$ cat config.mk
export PLATFORM = sky130hd
export DESIGN_NAME = payload_sum_accum
export DESIGN_NICKNAME = d
export VERILOG_FILES = /design/src/rtl/udp_parser_pkg.sv /design/src/rtl/sum_pipe_tree.sv /design/src/rtl/payload_sum_accum.sv
export SDC_FILE = /design/constraint.sdc
export NUM_CORES = 1
export LEC_CHECK = 0
export CAP_MARGIN = 30
export CELL_PAD_IN_SITES_DETAIL_PLACEMENT = 1
export CELL_PAD_IN_SITES_GLOBAL_PLACEMENT = 2
export CORE_MARGIN = 5
export CORE_UTILIZATION = 34
export CTS_BUF_LIST = sky130_fd_sc_hd__clkbuf_16
export CTS_CLUSTER_SIZE = 28
export DETAILED_ROUTE_END_ITERATION = 10
export PLACE_DENSITY_LB_ADDON = 0.1
export SLEW_MARGIN = 25
export SYNTH_ARGS = -nofsm -noshare
export SYNTH_HDL_FRONTEND = slang
export SYNTH_SLANG_ARGS = --single-unit
$ cat constraint.sdc
create_clock -name clk -period 2.7 [get_ports clk]
set_input_delay 0.405 -clock clk [delete_from_list [all_inputs] [get_ports clk]]
set_output_delay 0.405 -clock clk [all_outputs]
set_load 0.02 [all_outputs]
$ cat src/rtl/udp_parser_pkg.sv
`default_nettype none
// ============================================================================
//  Module      : udp_parser_pkg
//  Description : Shared constants and types for the UDP parser payload path.
//                Holds default beat geometry, the pipeline tag bit layout
//                and the frame-tracking FSM state type.
//  Revision    : 1.0  initial release
// ============================================================================
package udp_parser_pkg;

    // Default beat geometry for the 40 Gbps datapath
    localparam int LANES_DEF  = 8;
    localparam int LANE_W_DEF = 32;
    localparam int ACC_W_DEF  = 32;

    // Bit positions of the side-band tag carried alongside each beat
    localparam int c_TAG_VALID = 0;
    localparam int c_TAG_SOF   = 1;
    localparam int c_TAG_EOF   = 2;
    localparam int c_TAG_ABORT = 3;
    localparam int c_TAG_W     = 4;

    // Input framing state
    typedef enum logic [0:0] {
        IDLE     = 1'b0,
        IN_FRAME = 1'b1
    } frame_state_t;

endpackage
`default_nettype wire

$ cat src/rtl/sum_pipe_tree.sv
`default_nettype none
// ============================================================================
//  Module      : sum_pipe_tree
//  Description : Registered binary adder tree. Sums LANES unsigned words of
//                LANE_W bits in log2(LANES) register stages. Level k is
//                LANE_W+k bits wide so no carry is ever lost. A user tag
//                vector travels alongside with identical latency.
//  Ports       : clk, rst_n        clock / asynchronous active-low reset
//                in_data, in_tag   words (lane i at [i*LANE_W +: LANE_W]), tag
//                out_sum, out_tag  full-precision sum and delayed tag
//  Revision    : 1.0  initial release
// ============================================================================
module sum_pipe_tree #(
    parameter int LANES  = 8,
    parameter int LANE_W = 32,
    parameter int TAG_W  = 1
) (
    input  logic                               clk,
    input  logic                               rst_n,
    input  logic [LANES*LANE_W-1:0]            in_data,
    input  logic [TAG_W-1:0]                   in_tag,
    output logic [LANE_W+$clog2(LANES)-1:0]    out_sum,
    output logic [TAG_W-1:0]                   out_tag
);

    localparam int c_DEPTH = $clog2(LANES);

    for (genvar k = 1; k <= c_DEPTH; k++) begin : g_level
        localparam int c_NODES = LANES >> k;
        localparam int c_W     = LANE_W + k;

        logic [c_W-1:0]   r_node [c_NODES];
        logic [TAG_W-1:0] r_tag;

        if (k == 1) begin : g_leaf
            // First level pairs up the raw input words
            always_ff @(posedge clk or negedge rst_n) begin
                if (!rst_n) begin
                    for (int i = 0; i < c_NODES; i++) begin
                        r_node[i] <= '0;
                    end
                    r_tag <= '0;
                end else begin
                    for (int i = 0; i < c_NODES; i++) begin
                        r_node[i] <= {1'b0, in_data[(2*i)*LANE_W +: LANE_W]}
                                   + {1'b0, in_data[(2*i+1)*LANE_W +: LANE_W]};
                    end
                    r_tag <= in_tag;
                end
            end
        end else begin : g_inner
            // Later levels pair up the previous level, widening by one bit
            always_ff @(posedge clk or negedge rst_n) begin
                if (!rst_n) begin
                    for (int i = 0; i < c_NODES; i++) begin
                        r_node[i] <= '0;
                    end
                    r_tag <= '0;
                end else begin
                    for (int i = 0; i < c_NODES; i++) begin
                        r_node[i] <= {1'b0, g_level[k-1].r_node[2*i]}
                                   + {1'b0, g_level[k-1].r_node[2*i+1]};
                    end
                    r_tag <= g_level[k-1].r_tag;
                end
            end
        end
    end

    assign out_sum = g_level[c_DEPTH].r_node[0];
    assign out_tag = g_level[c_DEPTH].r_tag;

endmodule
`default_nettype wire

$ cat src/rtl/payload_sum_accum.sv
`default_nettype none
// ============================================================================
//  Module      : payload_sum_accum
//  Description : Pipelined per-frame payload summer. Masks disabled lanes,
//                tracks SOF/EOF framing, reduces each beat through a
//                registered adder tree and accumulates a per-frame sum with
//                sticky overflow and a saturating beat count. One result
//                strobe per completed frame; a pulse on frame abort.
//  Ports       : clk, rst_n                       clock / async active-low reset
//                in_valid, in_sof, in_eof         beat qualifier and framing
//                in_keep, in_data                 lane enables and words
//                out_valid                        one-cycle result strobe
//                out_sum, out_ovf, out_beats      held frame result
//                out_abort                        one-cycle abort pulse
//  Revision    : 1.0  initial release
// ============================================================================
module payload_sum_accum
    import udp_parser_pkg::*;
#(
    parameter int LANES    = LANES_DEF,
    parameter int LANE_W   = LANE_W_DEF,
    parameter int ACC_W    = ACC_W_DEF,
    parameter int SAT_MODE = 0,
    parameter int CNT_W    = 16
) (
    input  logic                     clk,
    input  logic                     rst_n,
    input  logic                     in_valid,
    input  logic                     in_sof,
    input  logic                     in_eof,
    input  logic [LANES-1:0]         in_keep,
    input  logic [LANES*LANE_W-1:0]  in_data,
    output logic                     out_valid,
    output logic [ACC_W-1:0]         out_sum,
    output logic                     out_ovf,
    output logic [CNT_W-1:0]         out_beats,
    output logic                     out_abort
);

    localparam int c_DEPTH  = $clog2(LANES);
    localparam int c_TREE_W = LANE_W + c_DEPTH;
    // One bit wider than both operands so the carry out of ACC_W is visible
    localparam int c_SUM_W  = ((ACC_W > c_TREE_W) ? ACC_W : c_TREE_W) + 1;

    if ((LANES < 2) || (LANES > 16) || ((LANES & (LANES - 1)) != 0)
            || (ACC_W < LANE_W)) begin : g_param_check
        $error("payload_sum_accum: unsupported LANES/ACC_W combination");
    end

    // ------------------------------------------------------------------
    // Lane masking
    // ------------------------------------------------------------------
    logic [LANES*LANE_W-1:0] w_masked;

    for (genvar i = 0; i < LANES; i++) begin : g_mask
        assign w_masked[i*LANE_W +: LANE_W] = in_keep[i] ? in_data[i*LANE_W +: LANE_W]
                                                         : '0;
    end

    // ------------------------------------------------------------------
    // Input framing FSM and stage 0
    // ------------------------------------------------------------------
    frame_state_t            r_state;
    frame_state_t            w_state_nxt;
    logic                    w_accept;
    logic                    w_abort;
    logic [LANES*LANE_W-1:0] r_s0_data;
    logic [c_TAG_W-1:0]      r_s0_tag;

    always_comb begin
        w_state_nxt = r_state;
        w_accept    = 1'b0;
        w_abort     = 1'b0;
        if (in_valid) begin
            case (r_state)
                IDLE: begin
                    // Beats outside a frame are dropped unless they open one
                    if (in_sof) begin
                        w_accept    = 1'b1;
                        w_state_nxt = in_eof ? IDLE : IN_FRAME;
                    end
                end
                IN_FRAME: begin
                    // A fresh SOF discards the open frame; the beat itself
                    // becomes the first beat of the new frame
                    w_accept    = 1'b1;
                    w_abort     = in_sof;
                    w_state_nxt = in_eof ? IDLE : IN_FRAME;
                end
                default: begin
                    w_state_nxt = IDLE;
                end
            endcase
        end
    end

    always_ff @(posedge clk or negedge rst_n) begin
        if (!rst_n) begin
            r_state   <= IDLE;
            r_s0_data <= '0;
            r_s0_tag  <= '0;
        end else begin
            r_state   <= w_state_nxt;
            r_s0_data <= w_masked;
            r_s0_tag  <= {w_abort, in_eof & w_accept, in_sof & w_accept, w_accept};
        end
    end

    // ------------------------------------------------------------------
    // Adder tree
    // ------------------------------------------------------------------
    logic [c_TREE_W-1:0] w_tree_sum;
    logic [c_TAG_W-1:0]  w_tree_tag;

    sum_pipe_tree #(
        .LANES  (LANES),
        .LANE_W (LANE_W),
        .TAG_W  (c_TAG_W)
    ) u_tree (
        .clk     (clk),
        .rst_n   (rst_n),
        .in_data (r_s0_data),
        .in_tag  (r_s0_tag),
        .out_sum (w_tree_sum),
        .out_tag (w_tree_tag)
    );

    // ------------------------------------------------------------------
    // Accumulate stage
    // ------------------------------------------------------------------
    logic [ACC_W-1:0]   r_acc;
    logic               r_ovf;
    logic [CNT_W-1:0]   r_beats;
    logic [c_SUM_W-1:0] w_add;
    logic               w_carry;
    logic [ACC_W-1:0]   w_acc_nxt;
    logic               w_ovf_nxt;
    logic [CNT_W-1:0]   w_beats_nxt;

    always_comb begin
        // SOF restarts from zero, so the first beat alone can overflow
        if (w_tree_tag[c_TAG_SOF]) begin
            w_add = c_SUM_W'(w_tree_sum);
        end else begin
            w_add = c_SUM_W'(r_acc) + c_SUM_W'(w_tree_sum);
        end

        w_carry = |w_add[c_SUM_W-1:ACC_W];

        // Once clamped, any further non-zero beat overflows again, so the
        // accumulator stays pinned at all-ones without extra state
        if ((SAT_MODE != 0) && w_carry) begin
            w_acc_nxt = '1;
        end else begin
            w_acc_nxt = w_add[ACC_W-1:0];
        end

        w_ovf_nxt = w_tree_tag[c_TAG_SOF] ? w_carry : (r_ovf | w_carry);

        if (w_tree_tag[c_TAG_SOF]) begin
            w_beats_nxt = CNT_W'(1);
        end else if (&r_beats) begin
            w_beats_nxt = r_beats;
        end else begin
            w_beats_nxt = r_beats + CNT_W'(1);
        end
    end

    always_ff @(posedge clk or negedge rst_n) begin
        if (!rst_n) begin
            r_acc     <= '0;
            r_ovf     <= 1'b0;
            r_beats   <= '0;
            out_valid <= 1'b0;
            out_sum   <= '0;
            out_ovf   <= 1'b0;
            out_beats <= '0;
            out_abort <= 1'b0;
        end else begin
            out_valid <= 1'b0;
            out_abort <= 1'b0;
            if (w_tree_tag[c_TAG_VALID]) begin
                r_acc     <= w_acc_nxt;
                r_ovf     <= w_ovf_nxt;
                r_beats   <= w_beats_nxt;
                out_abort <= w_tree_tag[c_TAG_ABORT];
                if (w_tree_tag[c_TAG_EOF]) begin
                    out_valid <= 1'b1;
                    out_sum   <= w_acc_nxt;
                    out_ovf   <= w_ovf_nxt;
                    out_beats <= w_beats_nxt;
                end
            end
        end
    end

endmodule
`default_nettype wire

# Word-level counts from Yosys, hierarchy flattened
# Index checks and enable logic that the tools add are counted.
[word_totals] ff_bits=608 input_bits=269 out_inout_bits=51 elab_cells=60
[classes] addsub=9 mux=23 bitwise=4 reduce_logical=3
[op_table] cell="$mux W32" count=8
[op_table] cell="$add A32 B32 Y33" count=4
[op_table] cell="$add A33 B33 Y34" count=2
[op_table] cell="$add A32 B35 Y36" count=1
[op_table] cell="$mux W36" count=1
[op_table] cell="$add A34 B34 Y35" count=1
[op_table] cell="$mux W16" count=2
[op_table] cell="$add A16 B1 Y16 const B" count=1
[op_table] cell="$reduce_and A16 Y1" count=1
[op_table] cell="$mux W1" count=10
[op_table] cell="$pmux W1 S2" count=2
[op_table] cell="$reduce_or A4 Y1" count=1
[op_table] cell="$and A1 B1 Y1" count=2
[op_table] cell="$reduce_and A2 Y1" count=1
[op_table] cell="$not A1 Y1" count=1
[op_table] cell="$or A1 B1 Y1" count=1

# Logic depth before layout (Yosys ltp)
# Gate-level depths: netlist of the first run.
[logic_depth] ltp_word=5 mapped_depth=13 mapped_depth_nobuf=13

# By module
# Synthesis of the first run repeated with hierarchy kept, for this count alone.
[hier_totals] cells_unflattened=2988 area_unflattened_um2=31408.9
[modules_own_cells] mod="sum_pipe_tree" n_inst=1 cells_each=1733 area_per_inst_um2=16946.3
[modules_own_cells] mod="payload_sum_accum" n_inst=1 cells_each=1255 area_per_inst_um2=14462.6

# Least setup slack after synthesis of the first run
# Ideal clock, no wire load.
[synth_path] kind="register to register" start="reg r_s0_data[128]" end="reg u_tree.g_level[1].r_node[61] (netlist name)" setup_time_ns=0.064 t_arrival_ns=2.771 required_ns=2.636 path_slack_ns=-0.135 stages_incl_launch_ff=14 period_less_slack_ns=2.835 path_cell_list="dfrtp_1 -> ha_1 -> inv_1 -> fa_1 -> and2b_1 -> o21ai_1 -> a21boi_2 -> o311a_2 -> nand3_2 -> a2111o_1 -> and3b_1 -> o21a_1 -> nor4bb_1 -> a211o_1"
[synth_via] elab_chain_len=1
[synth_rtl] element="start: declaration" line_no="payload_sum_accum.sv:67" source="logic [LANES*LANE_W-1:0] r_s0_data;"
[synth_rtl] element="start signal: assignment" line_no="payload_sum_accum.sv:104" source="r_s0_data <= w_masked;"
[synth_rtl] element="$add A32 B32 Y33" line_no="sum_pipe_tree.sv:46" source="+ {1'b0, in_data[(2*i+1)*LANE_W +: LANE_W]};"
[synth_rtl] element="end signal: indexed assignment" line_no="sum_pipe_tree.sv:45" source="r_node[i] <= {1'b0, in_data[(2*i)*LANE_W +: LANE_W]}"
[synth_rtl] element="end: declaration" line_no="sum_pipe_tree.sv:32" source="logic [c_W-1:0] r_node [c_NODES];"
# Every way passes these cells.
# A chain may end at the register's enable or synchronous reset.

# Final worst setup path of the first run
[layout_path] start="reg r_s0_data[128]" end="reg u_tree.g_level[1].r_node[59] (netlist name)"
# The elaborated chain is that of the path after synthesis.

==> metrics.yaml, run 1 <==
status:
  outcome: "complete, but fails checks"
  violations: "setup timing"
placed_design:
  hpwl_mm: 73.0
  place_ws_ns: -0.501
  port_buffers: 319
  gp_congestion: 0.857
route:
  vias: 25000
  wl_per_cell_um: 18.5
  ant_nets: 0
  drc: 0
  wirelength_mm: 94.7
  drt_iter0_markers: 953
  vias_per_cell: 4.89
  drtPass1Iterations: 5
yosys:
  synth_top_area_share: 0.482
  ys_seq_elements: 608
  synth_area_per_cell_um2: 10.5
  syn-cell-area_um2: 31600
  yosysUniqueCellTypes: 97
  netlist_top_cells_area: "dfrtp_1 48%, ha_1 10%, and2_1 5.3%"
  syn_inst: 3013
  ys_warn_count: 0
  synthesis.nets: 3551
  async_flop_share: 1.00
  synth_ff_type: "dfrtp_1"
  synth-edff-count: 0
  yosysTopAreaCell: "dfrtp_1"
  ys_seq_area_frac: 0.482
critical_path:
  critical_path_depth: 14
  path_delay_family: "compound AO/OA/AOI/OAI gates"
  r2r_start: "r_s0_data[128]"
  worst-path-buf-inv: 3
  rr_worst_depth: 14
  arrival_ns: 3.51
  timing.rr.end: "u_tree.g_level[1].r_node[59]"
  crit_slowest_cell: "a2111o_1"
  slowest_delay_ns: 0.41
  cp_max_fo: 3
  reg2reg_setup_slack_ns: -0.34
  path_cells: "ha_2 > inv_2 > fa_2 > and2b_1 > o21ai_2 > a21boi_2 > o311a_4 > nand3_4 > a2111o_1 > and3b_1 > o21a_2 > buf_4 > buf_6 > xnor2_2"
  crit_type: "reg -> reg"
  required_ns: 3.17
  critPathCaptureType: "register"
  cp-start-kind: "register"
global_routing:
  grt_pass1_wl_mm: 152
  grt_max_degree: 100
  grt_overflow: 0
  grt_usage: 0.189
  grt_pass1_vias: 28100
  antenna_found_initial: 4
clock_network:
  clock_sinks: 608
  cts_tree: "built"
  clockRootBuffer: "clkbuf_16"
  clockBufferDepth: 3
  htree_levels: 3
  clk_pin_slew_worst_paths_ns: 0.06
  cts_buffers: 72
  insertion_delay_ns: 0.61
die:
  dieArea_um2: 99000
  num_io_pins: 320
  initial_core_util: 0.343
  die-width_um: 315
  die_h_um: 315
  fp-row-count: 111
  core_area_um2: 91900
pwr:
  leakage_nw: 20.8
  p_per_area_nw_per_um2: 974
  ir_worst_vdd_mv: 0.443
  power_mw: 43.3
sta:
  setup_viol: 64
  tightestPinTransition_ns: 0.728
  max_freq_mhz: 329
  slew_viol_final: 0
  rsz0062_at_grt: "true"
  worst_slack_ns: -0.336
  finalHoldViolCount: 0
  period_share: 1.12
  maxSlewHeadroom: 0.509
  finalCriticalPeriod_ns: 3.04
  finClkSkew_ns: 0.0221
finish:
  postLayoutCoreUtil: 0.484
  nFillCells: 9948
  fin_nets: 4350
  layout-drive-gt1-share: 0.256
  synthToLayoutAreaGrowth_pct: 41.0
worst_hold_path:
  hold-path-endpoint: "r_s0_data[232]"
  whs_path_depth: 2
  hp-start: "in_keep[7]"
  hold_path.class: "in -> reg"
job:
  cap_viol_max_count: 0
==> worst max path at each step <==
stage,startpoint,endpoint,slack [ns]
final,r_s0_data[128],u_tree.g_level[1].r_node[59],-0.34
after global routing,r_s0_data[128],u_tree.g_level[1].r_node[61],-0.48
after global placement,r_s0_data[64],u_tree.g_level[1].r_node[96],-0.43
after CTS,u_tree.g_level[1].r_node[0],u_tree.g_level[2].r_node[24],-0.35
after detailed placement,r_s0_data[96],u_tree.g_level[1].r_node[96],-0.50
after floorplan,r_s0_data[128],u_tree.g_level[1].r_node[61],-0.07
==> repair_timing <==
| item | CTS | global route |
|---|---|---|
| buffers inserted | 78 | 55 |
| setup endpoints to repair | 128 | 146 |
| pin swaps | 186 | 211 |
| gates cloned | 0 | 0 |
| hold buffers | 1 | 0 |
| endpoints found under the hold margin | 41 | 0 |
| gates resized for setup | 244 | 256 |
==> cells by family after synthesis <==
kind of cell / Yosys count / synth area share
adder cells (fa/ha/maj): 269 / 0.109
multiplexers: 21 / 0.00686
flip-flops: 608 / 0.482
AND/OR/NAND/NOR: 920 / 0.150
buffers and inverters: 179 / 0.0216
AO/OA/AOI/OAI: 799 / 0.171
XOR/XNOR: 217 / 0.0602
==> synth_stat cells, drive strengths merged (8+ instances only) <==
cell type / n
mux2i: 16
a21o: 116
nand2: 175
ha: 261
inv: 105
o31ai: 25
nor3b: 10
o41ai: 10
fa: 8
a211o: 9
nor3: 40
nor2: 218
a21boi: 18
or3: 15
dfrtp: 608
nand2b: 29
xor2: 58
o211ai: 8
a211oi: 23
nand3: 57
a31oi: 23
o22ai: 12
o21bai: 38
nand4: 28
nor2b: 25
and2: 266
o21ai: 143
o311ai: 8
a21oi: 249
xnor2: 159
o21a: 48
and3: 22
clkbuf: 67
or2: 9
a221oi: 8
==> layout make-up <==
cell class / instances / area [um^2] / area share
inverter: 105 / 394 / 0.00885
multi-input combinational: 2226 / 17900 / 0.403
sequential: 608 / 15200 / 0.342
tap: 1243 / 1560 / 0.0349
clock buffer: 74 / 1850 / 0.0416
antenna: 1 / 2.50 / 0.0000562
clock inverter: 55 / 477 / 0.0107
timing repair buffer: 799 / 7070 / 0.159
==> power by group <==
group          total, mW  switching (mW)  internal [mW]
clock               9.58            3.92           5.66
combinational       21.4            11.0           10.4
sequential          12.3            1.31           11.0
total               43.3            16.2           27.1
==> through the flow <==
step | hold WS, ns | cells | cell area (um^2) | TNS (ns)
after floorplan | 0.109 | 3013 | 31600 | -0.0702
after global placement | 0.332 | 4873 | 39000 | -16.21
after detailed placement | 0.336 | 4873 | 39000 | -24.00
after CTS | 0.282 | 5076 | 43000 | -7.92
after global routing | 0.318 | 5110 | 44500 | -16.57
final | 0.303 | 5111 | 44500 | -6.10
==> per-layer routing <==
layer | wire length, um | GRT usage
met1 | 43000 | 0.248
met2 | 47200 | 0.333
met3 | 2890 | 0.0254
met4 | 1600 | 0.0414
met5 | 0 | 0
==> placed cells by master, fill, tap and decap left out, types with 12 or more instances in the layout <==
master and n:
a21oi_2 78, mux2i_1 15, o21ai_2 33, nand3_1 49, nor2b_1 19, ha_1 221
clkbuf_16 74, a21o_1 115, a21oi_1 162, o21ai_0 83, and2_1 266, nor3_1 36
xnor2_2 22, and3_1 20, nand4_1 28, a31oi_1 14, inv_1 107, nor2_2 16
o31ai_1 17, clkdlybuf4s50_1 317, xnor2_1 136, xor2_1 54, buf_6 37, o21bai_1 32
buf_4 431, a21boi_2 12, dfrtp_1 602, nor2_1 189, o21ai_1 23, ha_4 31
clkinv_2 14, nor2_4 13, o21a_1 46, nand2b_1 26, nand2_1 168
==> state kept, by name, summed over array words and instances (netlist names) <==
signal	flops
r_s0_data	256
u_tree.g_level.r_node	200
u_tree.out_sum	35
out_sum	32
r_acc	32
out_beats	16
r_beats	16
u_tree.g_level.r_tag	8
r_s0_tag	4
u_tree.out_tag	4
out_abort	1
out_ovf	1
out_valid	1
r_ovf	1
r_state	1
Note: power is estimated with default switching activity, not from simulation.
==> inputs of run 2 (changes only) <==
--- a/config.mk
+++ b/config.mk
@@ -13,6 +13,7 @@
 export CTS_BUF_LIST = sky130_fd_sc_hd__clkbuf_16
 export CTS_CLUSTER_SIZE = 28
 export DETAILED_ROUTE_END_ITERATION = 10
+export MAX_ROUTING_LAYER = met4
 export PLACE_DENSITY_LB_ADDON = 0.1
 export SLEW_MARGIN = 25
 export SYNTH_ARGS = -nofsm -noshare
==> run 2 against run 1 <==
Compared with the run above: the run still ends with setup timing left; critical endpoint is now u_tree.g_level[1].r_node[61]; largest power group unchanged; register-to-register slack barely moved; global-route usage rose by 0.45 points; sequential share of layout area fell by 0.23 points; largest cell class unchanged; maximum frequency rose by 0.37%; utilization rose by 0.33 points; clock power rose by 4%; total power rose by 1.0%; cell count rose by 0.63%.
==> metrics.yaml, run 2 (synthesized netlist as in run 1, its figures left out) <==
sta:
  rsz0062_at_grt: "true"  # unchanged
  maxSlewHeadroom: 0.545  # was 0.509
  finalHoldViolCount: 0  # unchanged
  max_freq_mhz: 331  # was 329 MHz
  finClkSkew_ns: 0.0296  # was 0.0221 ns
  finalCriticalPeriod_ns: 3.02  # was 3.04 ns
  tightestPinTransition_ns: 0.675  # was 0.728 ns
  worst_slack_ns: -0.325  # was -0.336 ns
  slew_viol_final: 0  # unchanged
  setup_viol: 62  # was 64
  whs_ns: 0.290  # was 0.303 ns
  period_share: 1.12  # about the same
clock_network:
  htree_levels: 3  # unchanged
  cts_tree: "built"  # unchanged
  clockBufferDepth: 3  # unchanged
  clock_sinks: 608  # unchanged
  clk_pin_slew_worst_paths_ns: 0.06  # about the same
  clockRootBuffer: "clkbuf_16"  # unchanged
  cts_buffers: 73  # was 72
  insertion_delay_ns: 0.63  # was 0.61 ns
critical_path:
  crit_type: "reg -> reg"  # unchanged
  crit_slowest_cell: "a2111o_1"  # unchanged
  path_cells: "ha_2 > inv_2 > fa_2 > and2b_1 > o21ai_2 > a21boi_2 > o311a_4 > nand3_4 > a2111o_1 > and3b_1 > o21a_1 > nor4bb_1 > a211o_1"  # was ha_2 > inv_2 > fa_2 > and2b_1 > o21ai_2 > a21boi_2 > o311a_4 > nand3_4 > a2111o_1 > and3b_1 > o21a_2 > buf_4 > buf_6 > xnor2_2
  r2r_start: "r_s0_data[160]"  # was r_s0_data[128]
  cp-start-kind: "register"  # unchanged
  critPathCaptureType: "register"  # unchanged
  required_ns: 3.25  # was 3.17 ns
  cp_max_fo: 3  # unchanged
  setup.worst_path.start: "r_s0_data[160]"  # was r_s0_data[128]
  slowest_delay_ns: 0.41  # about the same
  arrival_ns: 3.58  # was 3.51 ns
placed_design:
  port_buffers: 319  # unchanged
  dpl-instance-area_um2: 39100  # was 39000 um^2
  hpwl_mm: 73.2  # was 73.0 mm
  gp_congestion: 0.866  # was 0.857
pwr:
  leakage_nw: 20.9  # was 20.8 nW
  power_mw: 43.8  # was 43.3 mW
  power_frac_clock: 0.229  # was 0.221
  p_sw_frac: 0.369  # was 0.374
  p_per_area_nw_per_um2: 977  # was 974 nW/um^2
  seqPwrFrac: 0.282  # was 0.285
  combPwrFrac: 0.489  # was 0.494
  p_switching_mw: 16.2  # about the same
  p_int_mw: 27.6  # was 27.1 mW
  ir_worst_vdd_mv: 0.571  # was 0.443 mV
route:
  wl_per_cell_um: 18.4  # was 18.5 um
  drt_iter0_markers: 787  # was 953
  drtPass1Iterations: 5  # unchanged
  vias: 25100  # was 25000
  vias_per_cell: 4.89  # about the same
  drc: 0  # unchanged
  ant_nets: 0  # unchanged
  wirelength_mm: 94.7  # about the same
finish:
  synthToLayoutAreaGrowth_pct: 42.0  # was 41.0%
  regMostFlops: "r_s0_data"  # unchanged
  nFillCells: 9868  # was 9948
  seq_area_um2: 15200  # about the same
  mostFrequentLayoutCells: "604 x dfrtp_1, 458 x buf_4, 317 x clkdlybuf4s50_1"  # was 602 x dfrtp_1, 431 x buf_4, 317 x clkdlybuf4s50_1
  multi_input_area_um2: 17900  # about the same
  layout_commonest_cell: "dfrtp_1"  # unchanged
  largest_reg_flops: 256  # unchanged
  fin_nets: 4376  # was 4350
  stdcell_area_um2: 44800  # was 44500 um^2
  reg_top3: "r_s0_data: 256 flops, u_tree.g_level.r_node: 200 flops, u_tree.out_sum: 35 flops"  # unchanged
  layout-drive-gt1-share: 0.260  # was 0.256
job:
  cap_viol_max_count: 0  # unchanged
die:
  num_io_pins: 320  # unchanged
  fp-row-count: 111  # unchanged
  initial_core_util: 0.343  # unchanged
  core_area_um2: 91900  # unchanged
  die_h_um: 315  # unchanged
  dieArea_um2: 99000  # unchanged
  die-width_um: 315  # unchanged
global_routing:
  grt_max_degree: 85  # was 100
  antenna_found_initial: 5  # was 4
  grt_pass1_vias: 28100  # about the same
  grt_usage: 0.193  # was 0.189
  grt_pass1_wl_mm: 151  # was 152 mm
  grt_overflow: 0  # unchanged
status:
  outcome: "complete, but fails checks"  # unchanged
  violations: "setup timing"  # unchanged
worst_hold_path:
  hp-start: "in_keep[7]"  # unchanged
  hold_path.class: "in -> reg"  # unchanged
## run 2: changes by cell type in the layout (fill, tap and decap cells not counted), moves of 4 or more
| cell | previous run | this run |
|---|---|---|
| a21oi_1 | 162 | 167 |
| a21oi_2 | 78 | 74 |
| buf_4 | 431 | 458 |
| clkinv_1 | 7 | 12 |
| clkinv_2 | 14 | 8 |
| ha_1 | 221 | 217 |
| nor2b_1 | 19 | 15 |
| o21ai_1 | 23 | 27 |
## run 2: power groups by stage
stage | Combinational [mW] | Clock (mW) | Sequential [mW]
detailed placement | 18.3 | 0 | 12.4
global placement | 17.9 | 0 | 12.3
CTS | 19.8 | 10.4 | 12.3
finish | 21.4 | 10.0 | 12.3
floorplan | 10.7 | 0 | 12.1
global route | 23.5 | 10.8 | 12.5
## run 2: cell type report
class / count / area share
clock inverters: 60 / 0.0132
multi-input cells: 2226 / 0.400
flip-flops and latches: 608 / 0.340
diodes: 2 / 0.000112
clock buffers: 75 / 0.0419
repair buffers: 824 / 0.162
inverters: 105 / 0.00879
well taps: 1243 / 0.0347
## run 2: what timing repair did
| item | 4_1_cts | 5_1_grt |
|---|---|---|
| hold buffers | 1 | 0 |
| gates resized for setup | 255 | 236 |
| pin swaps | 170 | 198 |
| setup buffers | 76 | 54 |
| endpoints found under the hold margin | 47 | 0 |
| endpoints found under the setup margin | 131 | 150 |
## run 2: metal layers
layer	up-vias	wire, um	GRT usage
met2	305	47300	0.328
met1	12500	43000	0.250
met5	-	0	-
met3	114	2490	0.0260
met4	0	1820	0.0393
li1	12200	-	-
## run 2: final timing paths
| check | to | slack [ns] | cells after the start |
|---|---|---|---|
| max in group asynchronous | r_s0_data[18] | 1.40 | 4 |
| min | r_s0_data[232] | 0.29 | 2 |
| min reg2reg | u_tree.g_level[2].r_tag[1] | 0.34 | 0 |
| min in group asynchronous | u_tree.g_level[1].r_node[38] | 0.38 | 2 |
| max | u_tree.g_level[1].r_node[61] | -0.32 | 13 |
| max reg2reg | u_tree.g_level[1].r_node[61] | -0.32 | 13 |
## run 2: metrics by stage
step / cells / util / setup TNS (ns) / setup slack (ns)
after CTS: 5097 / 0.472 / -6.31 / -0.391
after detailed placement: 4890 / 0.425 / -24.42 / -0.528
after global routing: 5141 / 0.487 / -17.49 / -0.419
after floorplan: 3013 / - / -0.0702 / -0.0702
final: 5143 / 0.487 / -5.92 / -0.325
after global placement: 4890 / 0.425 / -16.35 / -0.383
## run 2: worst max-delay path, delay by kind of cell, from the launching register on
family	cells	cell delay [ns]
simple gates	4	0.81
flops	1	0.34
compound gates	6	1.26
fa+ha+maj	2	0.52
buf+inv	1	0.04
